<file path="src/rtl/bin_to_bcd_pkg.sv">
// Shared types and constants for the sequential binary-to-BCD converter.
package bin_to_bcd_pkg;

  typedef enum logic [1:0] {
    IDLE   = 2'd0,
    SHIFT  = 2'd1,
    FINISH = 2'd2
  } state_t;

  localparam logic [3:0] BLANK_CODE = 4'hF;

  // Elaboration-time 10^n; 64 bits so 10^DIGITS never wraps for sane DIGITS.
  function automatic logic [63:0] pow10(input int n);
    logic [63:0] r;
    r = 64'd1;
    for (int i = 0; i < n; i++) begin
      r = r * 64'd10;
    end
    return r;
  endfunction

endpackage

</file>
<file path="src/rtl/bin_to_bcd_seq_if.sv">
// Request/result bundle between the output register and the 7-segment decoders.
interface bin_to_bcd_seq_if
  import bin_to_bcd_pkg::*;
#(
  parameter int DATA_W = 32,
  parameter int DIGITS = 4
);
  // Handshake: start is a single-cycle strobe that is accepted only when
  // busy=0 and the converter is idle; a start seen while busy is dropped,
  // never queued. done pulses for one cycle exactly when bcd/ovf change.
  logic                  start;
  logic [DATA_W-1:0]     value;
  logic                  busy;
  logic                  done;
  logic                  ovf;
  logic [4*DIGITS-1:0]   bcd;
  state_t                state;

  modport master (
    output start, value,
    input  busy, done, ovf, bcd, state
  );

  modport slave (
    input  start, value,
    output busy, done, ovf, bcd, state
  );
endinterface

</file>
<file path="src/rtl/bin_to_bcd_seq_bcd_add3.sv">
// Double-dabble correction cell: a BCD digit of 5 or more gets +3 before the shift.
module bcd_add3 (
  input  logic [3:0] din,
  output logic [3:0] dout
);
  assign dout = (din >= 4'd5) ? (din + 4'd3) : din;
endmodule

</file>
<file path="src/rtl/bin_to_bcd_seq.sv">
// Sequential double-dabble binary-to-BCD converter with saturation and overflow flag.
// Optional leading-zero blanking is enabled with the macro BIN_TO_BCD_BLANK_LZ_EN.
module bin_to_bcd_seq
  import bin_to_bcd_pkg::*;
#(
  parameter int DATA_W = 32,
  parameter int DIGITS = 4
) (
  input  logic              clk,
  input  logic              reset,
  bin_to_bcd_seq_if.slave   bus
);

  localparam int BCD_W = 4 * DIGITS;
  localparam int CNT_W = (DATA_W > 1) ? $clog2(DATA_W) : 1;
  localparam logic [DATA_W:0]   POW10   = (DATA_W + 1)'(pow10(DIGITS));
  localparam logic [DATA_W-1:0] MAX_VAL = DATA_W'(POW10 - 1'b1);

  if (pow10(DIGITS) - 64'd1 > ((64'd1 << DATA_W) - 64'd1)) begin : g_range_err
    $error("bin_to_bcd_seq: 10^DIGITS-1 does not fit in DATA_W bits");
  end

  state_t             state_q, state_d;
  logic [DATA_W-1:0]  operand_q;
  logic [BCD_W-1:0]   work_q;
  logic [BCD_W-1:0]   work_adj;
  logic [BCD_W-1:0]   bcd_final;
  logic [CNT_W-1:0]   count_q;
  logic               ovf_next_q;
  logic               ovf_q;
  logic               done_q;
  logic [BCD_W-1:0]   bcd_q;
  logic               saturate;

  assign saturate = ({1'b0, bus.value} >= POW10);

  for (genvar k = 0; k < DIGITS; k++) begin : g_add3
    bcd_add3 u_add3 (
      .din  (work_q[4*k +: 4]),
      .dout (work_adj[4*k +: 4])
    );
  end

  always_ff @(posedge clk or negedge reset) begin
    if (!reset) begin
      state_q <= IDLE;
    end else begin
      state_q <= state_d;
    end
  end

  always_comb begin
    state_d = state_q;
    case (state_q)
      IDLE:    if (bus.start) state_d = SHIFT;
      SHIFT:   if (count_q == '0) state_d = FINISH;
      FINISH:  state_d = IDLE;
      default: state_d = IDLE;
    endcase
  end

  // Result as presented to the display; optionally blank leading zeros above digit 0.
  always_comb begin
    bcd_final = work_q;
`ifdef BIN_TO_BCD_BLANK_LZ_EN
    begin : blank_lz
      logic leading;
      leading = 1'b1;
      for (int k = DIGITS - 1; k >= 1; k--) begin
        if (leading && (work_q[4*k +: 4] == 4'd0)) begin
          bcd_final[4*k +: 4] = BLANK_CODE;
        end else begin
          leading = 1'b0;
        end
      end
    end
`endif
  end

  always_ff @(posedge clk or negedge reset) begin
    if (!reset) begin
      operand_q  <= '0;
      work_q     <= '0;
      count_q    <= '0;
      ovf_next_q <= 1'b0;
      ovf_q      <= 1'b0;
      done_q     <= 1'b0;
      bcd_q      <= '0;
    end else begin
      done_q <= 1'b0;
      case (state_q)
        IDLE: begin
          if (bus.start) begin
            // Pre-saturating keeps every digit <= 9 after the last shift.
            operand_q  <= saturate ? MAX_VAL : bus.value;
            ovf_next_q <= saturate;
            work_q     <= '0;
            count_q    <= CNT_W'(DATA_W - 1);
          end
        end
        SHIFT: begin
          {work_q, operand_q} <= {work_adj, operand_q} << 1;
          count_q             <= count_q - CNT_W'(1);
        end
        FINISH: begin
          bcd_q  <= bcd_final;
          ovf_q  <= ovf_next_q;
          done_q <= 1'b1;
        end
        default: ;
      endcase
    end
  end

  assign bus.busy  = (state_q != IDLE);
  assign bus.done  = done_q;
  assign bus.ovf   = ovf_q;
  assign bus.bcd   = bcd_q;
  assign bus.state = state_q;

endmodule

</file>
<file path="src/flat_wrapper.sv">
// flat-port wrapper written by rule: the top's interface ports become plain ports
module bin_to_bcd_seq_flat import bin_to_bcd_pkg::*;
#(
  parameter int DATA_W = 32,
  parameter int DIGITS = 4
)
  (clk, reset, bus_start, bus_value, bus_busy, bus_done, bus_ovf, bus_bcd, bus_state);
  bin_to_bcd_seq_if #(.DATA_W(DATA_W), .DIGITS(DIGITS)) bus_i ();
  input  logic clk;
  input  logic reset;
  input wire logic [$bits(bus_i.start)-1:0] bus_start;
  input wire logic [$bits(bus_i.value)-1:0] bus_value;
  output wire logic [$bits(bus_i.busy)-1:0] bus_busy;
  output wire logic [$bits(bus_i.done)-1:0] bus_done;
  output wire logic [$bits(bus_i.ovf)-1:0] bus_ovf;
  output wire logic [$bits(bus_i.bcd)-1:0] bus_bcd;
  output wire logic [$bits(bus_i.state)-1:0] bus_state;
  assign bus_i.start = bus_start;
  assign bus_i.value = bus_value;
  assign bus_busy = bus_i.busy;
  assign bus_done = bus_i.done;
  assign bus_ovf = bus_i.ovf;
  assign bus_bcd = bus_i.bcd;
  assign bus_state = bus_i.state;
  bin_to_bcd_seq #(.DATA_W(DATA_W), .DIGITS(DIGITS)) u_core (.clk(clk), .reset(reset), .bus(bus_i));
endmodule
</file>
<file path="config.mk">
export PLATFORM = sky130hd
export DESIGN_NAME = bin_to_bcd_seq_flat
export DESIGN_NICKNAME = d
export VERILOG_FILES = /design/src/rtl/bin_to_bcd_pkg.sv /design/src/rtl/bin_to_bcd_seq_if.sv /design/src/rtl/bin_to_bcd_seq_bcd_add3.sv /design/src/rtl/bin_to_bcd_seq.sv /design/src/flat_wrapper.sv
export SDC_FILE = /design/constraint.sdc
export NUM_CORES = 1
export LEC_CHECK = 0
export ABC_AREA = 1
export CAP_MARGIN = 10
export CELL_PAD_IN_SITES_DETAIL_PLACEMENT = 1
export CELL_PAD_IN_SITES_GLOBAL_PLACEMENT = 2
export CORE_MARGIN = 1
export CORE_UTILIZATION = 32
export DETAILED_ROUTE_END_ITERATION = 8
export PLACE_DENSITY = 0.86
export SLEW_MARGIN = 40
export SYNTH_ARGS = -nofsm -noshare
export SYNTH_HDL_FRONTEND = slang
export SYNTH_SLANG_ARGS = --single-unit
</file>
<file path="constraint.sdc">
create_clock -name clk -period 1.45 [get_ports clk]
set_clock_uncertainty 0.05 [all_clocks]
set_input_delay 0.3625 -clock clk [delete_from_list [all_inputs] [get_ports clk]]
set_output_delay 0.3625 -clock clk [all_outputs]
set_load 0.01 [all_outputs]
</file>
## Word-level counts from Yosys, hierarchy flattened

Index checks and enable logic that the tools add are counted.

| storage, ports and cells | value |
|---|---|
| bits of input ports | 35 |
| flip-flop bits (word level) | 74 |
| word-level logic and storage cells | 44 |

| operators by class | value |
|---|---|
| muxes and demuxes | 15 |
| order comparisons | 5 |
| $add $sub $neg | 5 |
| equality and inequality tests | 4 |
| reductions and logical operators | 7 |

Operators by type and width:

| cell | count |
|---|---|
| 32-bit two-way mux | 2 |
| 32-bit one-hot mux with 2 select lines | 1 |
| 32-bit by 14-bit >= comparator with 1-bit output, second input constant | 1 |
| 16-bit one-hot mux with 2 select lines | 1 |
| 4-bit by 3-bit >= comparator with 1-bit output, second input constant | 4 |
| 16-bit two-way mux | 1 |
| 4-bit by 2-bit adder with 4-bit output, second input constant | 3 |
| 4-bit two-way mux | 3 |
| 5-bit one-hot mux with 2 select lines | 1 |
| 2-bit AND reduction | 3 |
| 5-bit logical NOT | 1 |
| 5-bit two-way mux | 1 |
| 5-bit by 1-bit subtractor with 5-bit output, second input constant | 1 |
| 2-bit two-way mux | 2 |
| 2-bit one-hot mux with 2 select lines | 1 |
| 2-bit nonzero test | 2 |
| 3-bit by 2-bit adder with 3-bit output, second input constant | 1 |
| 3-bit two-way mux | 1 |
| 2-bit by 1-bit == test with 1-bit output, second input constant | 1 |
| 2-bit == test, second input constant | 1 |
| 2-bit logical NOT | 1 |
| 2-bit by 1-bit inequality test with 1-bit output, second input constant | 1 |
| 2-bit inequality test, second input constant | 1 |
| 1-bit two-way mux | 1 |

## Longest topological paths before layout

| depth | value |
|---|---|
| depth in word-level cells | 4 |
| gate-level depth with buffers | 8 |

## By module

Synthesis repeated with hierarchy kept, for this count alone.

| unflattened totals | value |
|---|---|
| cells, all modules | 431 |
| area total of the unflattened synthesis | 3706.1 um^2 |

By module, submodules not included:

| module | cells each | area each (um^2) | sequential area each (um^2) | instances |
|---|---|---|---|---|
| bin_to_bcd_seq | 339 | 3165.5 | 1851.8 | 1 |
| bcd_add3 | 23 | 135.1 | 0.0 | 4 |

## Least setup slack after synthesis

Ideal clock, no wire load.

| timing path | value |
|---|---|
| kind | flip-flop to flip-flop |
| from | register u_core.state_q[0] (netlist: u_core.bus.state[0]) |
| to | register u_core.operand_q[12] |
| stages on the path, launching flop included | 8 |
| data arrival time | 1168 ps |
| path buffers | 1 |
| setup slack | 102 ps |
| required time | 1270 ps |
| cell sequence | dfrtp_1 -> inv_2 -> nand3_4 -> inv_4 -> nor2_8 -> buf_2 -> a22oi_1 -> o21ai_0 |

| between the ends | value |
|---|---|
| cells in the longest elaborated chain, start to end | 3 |
| elaborated cells on any way between the ends | 6 |
| classes of those cells | 2 x eq/ne; 1 x mux; 3 x reduce/logical |

RTL lines:

| element | line | source |
|---|---|---|
| start, declared | bin_to_bcd_seq.sv:23 | `state_t state_q, state_d;` |
| start signal, assigned | bin_to_bcd_seq.sv:48 | `state_q <= state_d;` |
| 2-bit by 1-bit == test with 1-bit output / 2-bit logical NOT (equally long branches) | bin_to_bcd_seq.sv:91 | `case (state_q)` |
| 2-bit nonzero test (no source line) / 2-bit inequality test (equally long branches) | -- |  |
| 2-bit AND reduction (no source line) | -- |  |
| end signal, assigned | bin_to_bcd_seq.sv:95 | `operand_q <= saturate ? MAX_VAL : bus.value;` |
| end signal, assigned | bin_to_bcd_seq.sv:102 | `{work_q, operand_q} <= {work_adj, operand_q} << 1;` |
| end, declared | bin_to_bcd_seq.sv:24 | `logic [DATA_W-1:0] operand_q;` |

Several ways; a longest one is shown, not always the timed one.
A chain may end at the register's enable or synchronous reset.

## Final worst setup path

| timing path | value |
|---|---|
| from | register u_core.state_q[0] (netlist: u_core.bus.state[0]) |
| to | output bus_busy |

| between the ends | value |
|---|---|
| cells in the longest elaborated chain, start to end | 1 |

RTL lines:

| element | line | source |
|---|---|---|
| 2-bit nonzero test | bin_to_bcd_seq.sv:115 | `assign bus.busy = (state_q != IDLE);` |
| end, declared | flat_wrapper.sv:13 | `output wire logic [$bits(bus_i.busy)-1:0] bus_busy;` |

No other way between the ends.

==> flow_metrics.tcl <==
set metrics [dict create \
    antenna_found_initial 0 \
    grt_setup_unrepaired "true" \
    detailroute.wirelength.met3_um 226 \
    io_buffers 55 \
    number_of_max_slew_violations_in_the_final_report 0 \
    synth_most_common_cell "sky130_fd_sc_hd__dfrtp_1" \
    critPathArrivalTime_ns 1.08 \
    cpMaxStageDelayCell "sky130_fd_sc_hd__dfrtp_1" \
    cts-htree-levels 3 \
    delay_of_the_slowest_cell_on_the_worst_path_ns 0.39 \
    synth-compound-area-share_pct 16.7 \
    routed.top_layer "met4" \
    measured_slew_at_the_worst_slew_check_pin_ns 0.394 \
    timing.critical_path.from_type "flip-flop" \
    route.final.wire_length_mm 8.24 \
    detailroute.wirelength.met2_mm 4.40 \
    power_leakage_nw 2.29 \
    yosys-top-cells-area "sky130_fd_sc_hd__dfrtp_1 56%, sky130_fd_sc_hd__o21ai_0 8.2%, sky130_fd_sc_hd__nand2_1 7.1%" \
    crit_chain "buf_6 > inv_8 > nand2_4 > buf_6" \
    dieArea_um2 10800 \
    diodes 0 \
    critical_path_peak_fanout 3 \
    total_core_area_um2 9910 \
    cts_root_buf "sky130_fd_sc_hd__clkbuf_8" \
    register_area_um2 1850 \
    worst_case_hold_slack_ns 0.436 \
    layout_worst_path_cycle_share_pct 103 \
    post-route-drc-count 0 \
    yosys-top-cells-count "74 x sky130_fd_sc_hd__dfrtp_1, 63 x sky130_fd_sc_hd__nand2_1, 54 x sky130_fd_sc_hd__o21ai_0" \
    critical_path.reg2reg.startpoint "u_core.bus.state[1]" \
    worstSetupEndpointType "output pin" \
    violated_checks "setup timing" \
    hold-path-cell-count 1 \
    unique_cell_type_count_in_the_yosys_netlist 28 \
    multiInputGateArea_um2 1350 \
    worstSetupPathType "reg2out" \
    synthesis.nets 405 \
    layout-area-overhead-vs-synth_pct 47.1 \
    final-setup-viol-count 1 \
    avgViaCountPerCell 4.72 \
    die_width_um 104 \
    n_fill_cell 1126 \
    cts-buffers-inserted 9 \
    dr.pass1.iters 5 \
    worst_skew_pair.late_latency_ns 0.34 \
    tritoncts "yes" \
    path_common_cell "sky130_fd_sc_hd__buf_6" \
    cts-root-to-sink-buffers 2 \
    dp_hpwl_mm 5.22 \
    placementRows 36 \
    hold-path-endpoint "u_core.count_q[0]" \
    worst_slew_margin_rel_pct 73.8 \
    netlist_area_um2 3320 \
    ant_nets 0 \
    main_combinational_cell_family_by_area_after_synthesis "compound AO/OA/AOI/OAI gates" \
    timing.critical_path.max_delay_family "flip-flops" \
    synth_edf_count 0 \
    post-synth-top-area-cell "sky130_fd_sc_hd__dfrtp_1" \
    irDropWorstVdd_v 0.000535 \
    grt_pass1_vias 2953 \
    worst-endpoint-required_ns 1.04 \
    clock_sinks 74 \
    globalRouteOverflowTotal 0 \
    area_fraction_of_the_dominant_cell_type_after_synthesis_pct 55.8 \
    yosys-mux-area-fraction_pct 0.302 \
    synthArstFlopShare_pct 100 \
    synth-xor-area-share_pct 0.792 \
    maxCapViolCount 0 \
    clk_transition_reported_paths_ns 0.07 \
    postSynthCellCount 360 \
    maximum_number_of_pins_on_one_net_before_global_route_repair 75 \
    initial_utilization_pct 33.5 \
    result_of_the_run "complete, but fails checks" \
    grt_util_all_layers_pct 15.0 \
    synth-main-ff-cell "sky130_fd_sc_hd__dfrtp_1" \
    min_path_type "reg2reg" \
    yosys_warnings 0 \
    die-height_um 104 \
    layoutNonFillerInstCount 599 \
    detailroute.via_count 2830 \
    wl_per_cell_um 13.7 \
    fin_crit_ns 1.49 \
    drt_iter0_markers 88 \
    wl_met1_mm 3.47 \
    syn_area_per_cell_um2 9.21 \
    drive_above_1_share_pct 24.2 \
    final_nets 506 \
    top_level_ports 56 \
    synth_adder_area_share_pct 3.77 \
    reg2reg_to "u_core.bcd_final[2]" \
    final_critical_path_setup_slack_ns -0.0376 \
    synthSimpleGateAreaFrac_pct 14.5 \
    hold_path_startpoint "u_core.count_q[0]" \
    routability_cong 0.730 \
    dp.cells 561 \
    synth.yosys.seq_area_share_pct 55.8 \
    postSynthRegisterBits 74 \
    grt_first_pass_wirelength_mm 13.1 \
    power_density_nw_per_um2 1650 \
    timing.reg2reg.setup_slack_ns 0.02 \
    cp_num_buf_inv 3 \
    fmax_ghz 0.672 \
    timing_hold_violations_final 0 \
    worst-r2r-cell-count 8 \
]
[report_power, final]
group	switching, mW	leakage, nW	internal (mW)	total [mW]
Combinational	1.80	1.27	1.65	3.45
Clock	0.758	0.0944	0.756	1.51
Sequential	0.373	0.921	2.70	3.07
[cells in the final DEF, fill, tap and decap left out, drive strengths merged]
cell type | netlist | routed
dfrtp | 74 | 74
nand2 | 64 | 64
o21ai | 59 | 59
inv | 51 | 51
buf | 10 | 46
clkdlybuf4s50 | 0 | 27
nor2 | 23 | 23
o22ai | 21 | 21
clkbuf | 3 | 17
clkdlybuf4s15 | 0 | 16
nand3 | 16 | 16
ha | 10 | 10
a22oi | 10 | 10
a21oi | 9 | 9
dlymetal6s2s | 0 | 6
xor2 | 3 | 3
nand4 | 2 | 2
clkinv | 0 | 2
clkinvlp | 0 | 2
dlygate4sd2 | 0 | 2
or2 | 1 | 1
and2 | 1 | 1
nand3b | 1 | 1
o211ai | 1 | 1
mux2i | 1 | 1
dlygate4sd3 | 0 | 1
[cell type report]
type                            instances  area share (%)
Sequential cell                        74            38.0
Multi-Input combinational cell        222            27.6
Timing Repair Buffer                  103            22.7
Inverter                               51            4.34
Tap cell                              133            3.41
Clock buffer                           12            3.39
Clock inverter                          4           0.513
[cell families (layout without fill, tap and decap cells)]
family,after synthesis,count (layout)
compound gates,100,100
xor+xnor,3,3
fa+ha+maj,10,10
buf+inv,64,170
flops,74,74
mux,1,1
simple gates,108,108
[state kept, by name (all words and copies together), names as in the netlist]
signal	flops
u_core.bcd_final	16
u_core.bus.bcd	16
u_core.bus.done	1
u_core.bus.ovf	1
u_core.bus.state	2
u_core.count_q	5
u_core.operand_q	32
u_core.ovf_next_q	1
[routing by layer]
metal / up-vias / track usage, %
li1: 1393 / -
met1: 1373 / 17.0
met2: 54 / 27.5
met3: 10 / 2.71
met4: 0 / 6.73
met5: - / 0
[stage by stage]
step	worst slack [ns]	cell area, um2	total power [mW]	setup TNS [ns]	utilization (%)
CTS	-0.0806	4460	7.30	-0.0806	45.0
finish	-0.0376	4880	8.04	-0.0376	49.2
floorplan	0.102	3320	4.73	0	-
global placement	-0.283	4220	5.53	-10.26	42.6
global route	-0.0760	4880	8.64	-0.868	49.2
detailed placement	-0.369	4220	5.66	-12.16	42.6
[what timing repair did]
item                       4_1_cts  5_1_grt
buffers inserted                 3       14
hold buffers                     1        0
setup endpoints to repair       25       44
hold endpoints to repair        24        0
gates cloned                     0        4
pin swaps                        1       14
gates resized for setup         43       91
[worst max path at each step]
| stage | start | endpoint | slack, ns | depth (start not counted) |
|---|---|---|---|---|
| after CTS | u_core.bus.state[0] | bus_busy | -0.08 | 4 |
| after global placement | bus_value[31] | u_core.operand_q[7] | -0.28 | 8 |
| final | u_core.bus.state[0] | bus_busy | -0.04 | 4 |
| after floorplan | u_core.bus.state[0] | u_core.operand_q[12] | 0.10 | 7 |
| after global routing | u_core.bus.state[0] | bus_busy | -0.08 | 4 |
| after detailed placement | bus_value[31] | u_core.operand_q[5] | -0.37 | 8 |
Power figures use the tool's default switching activity.
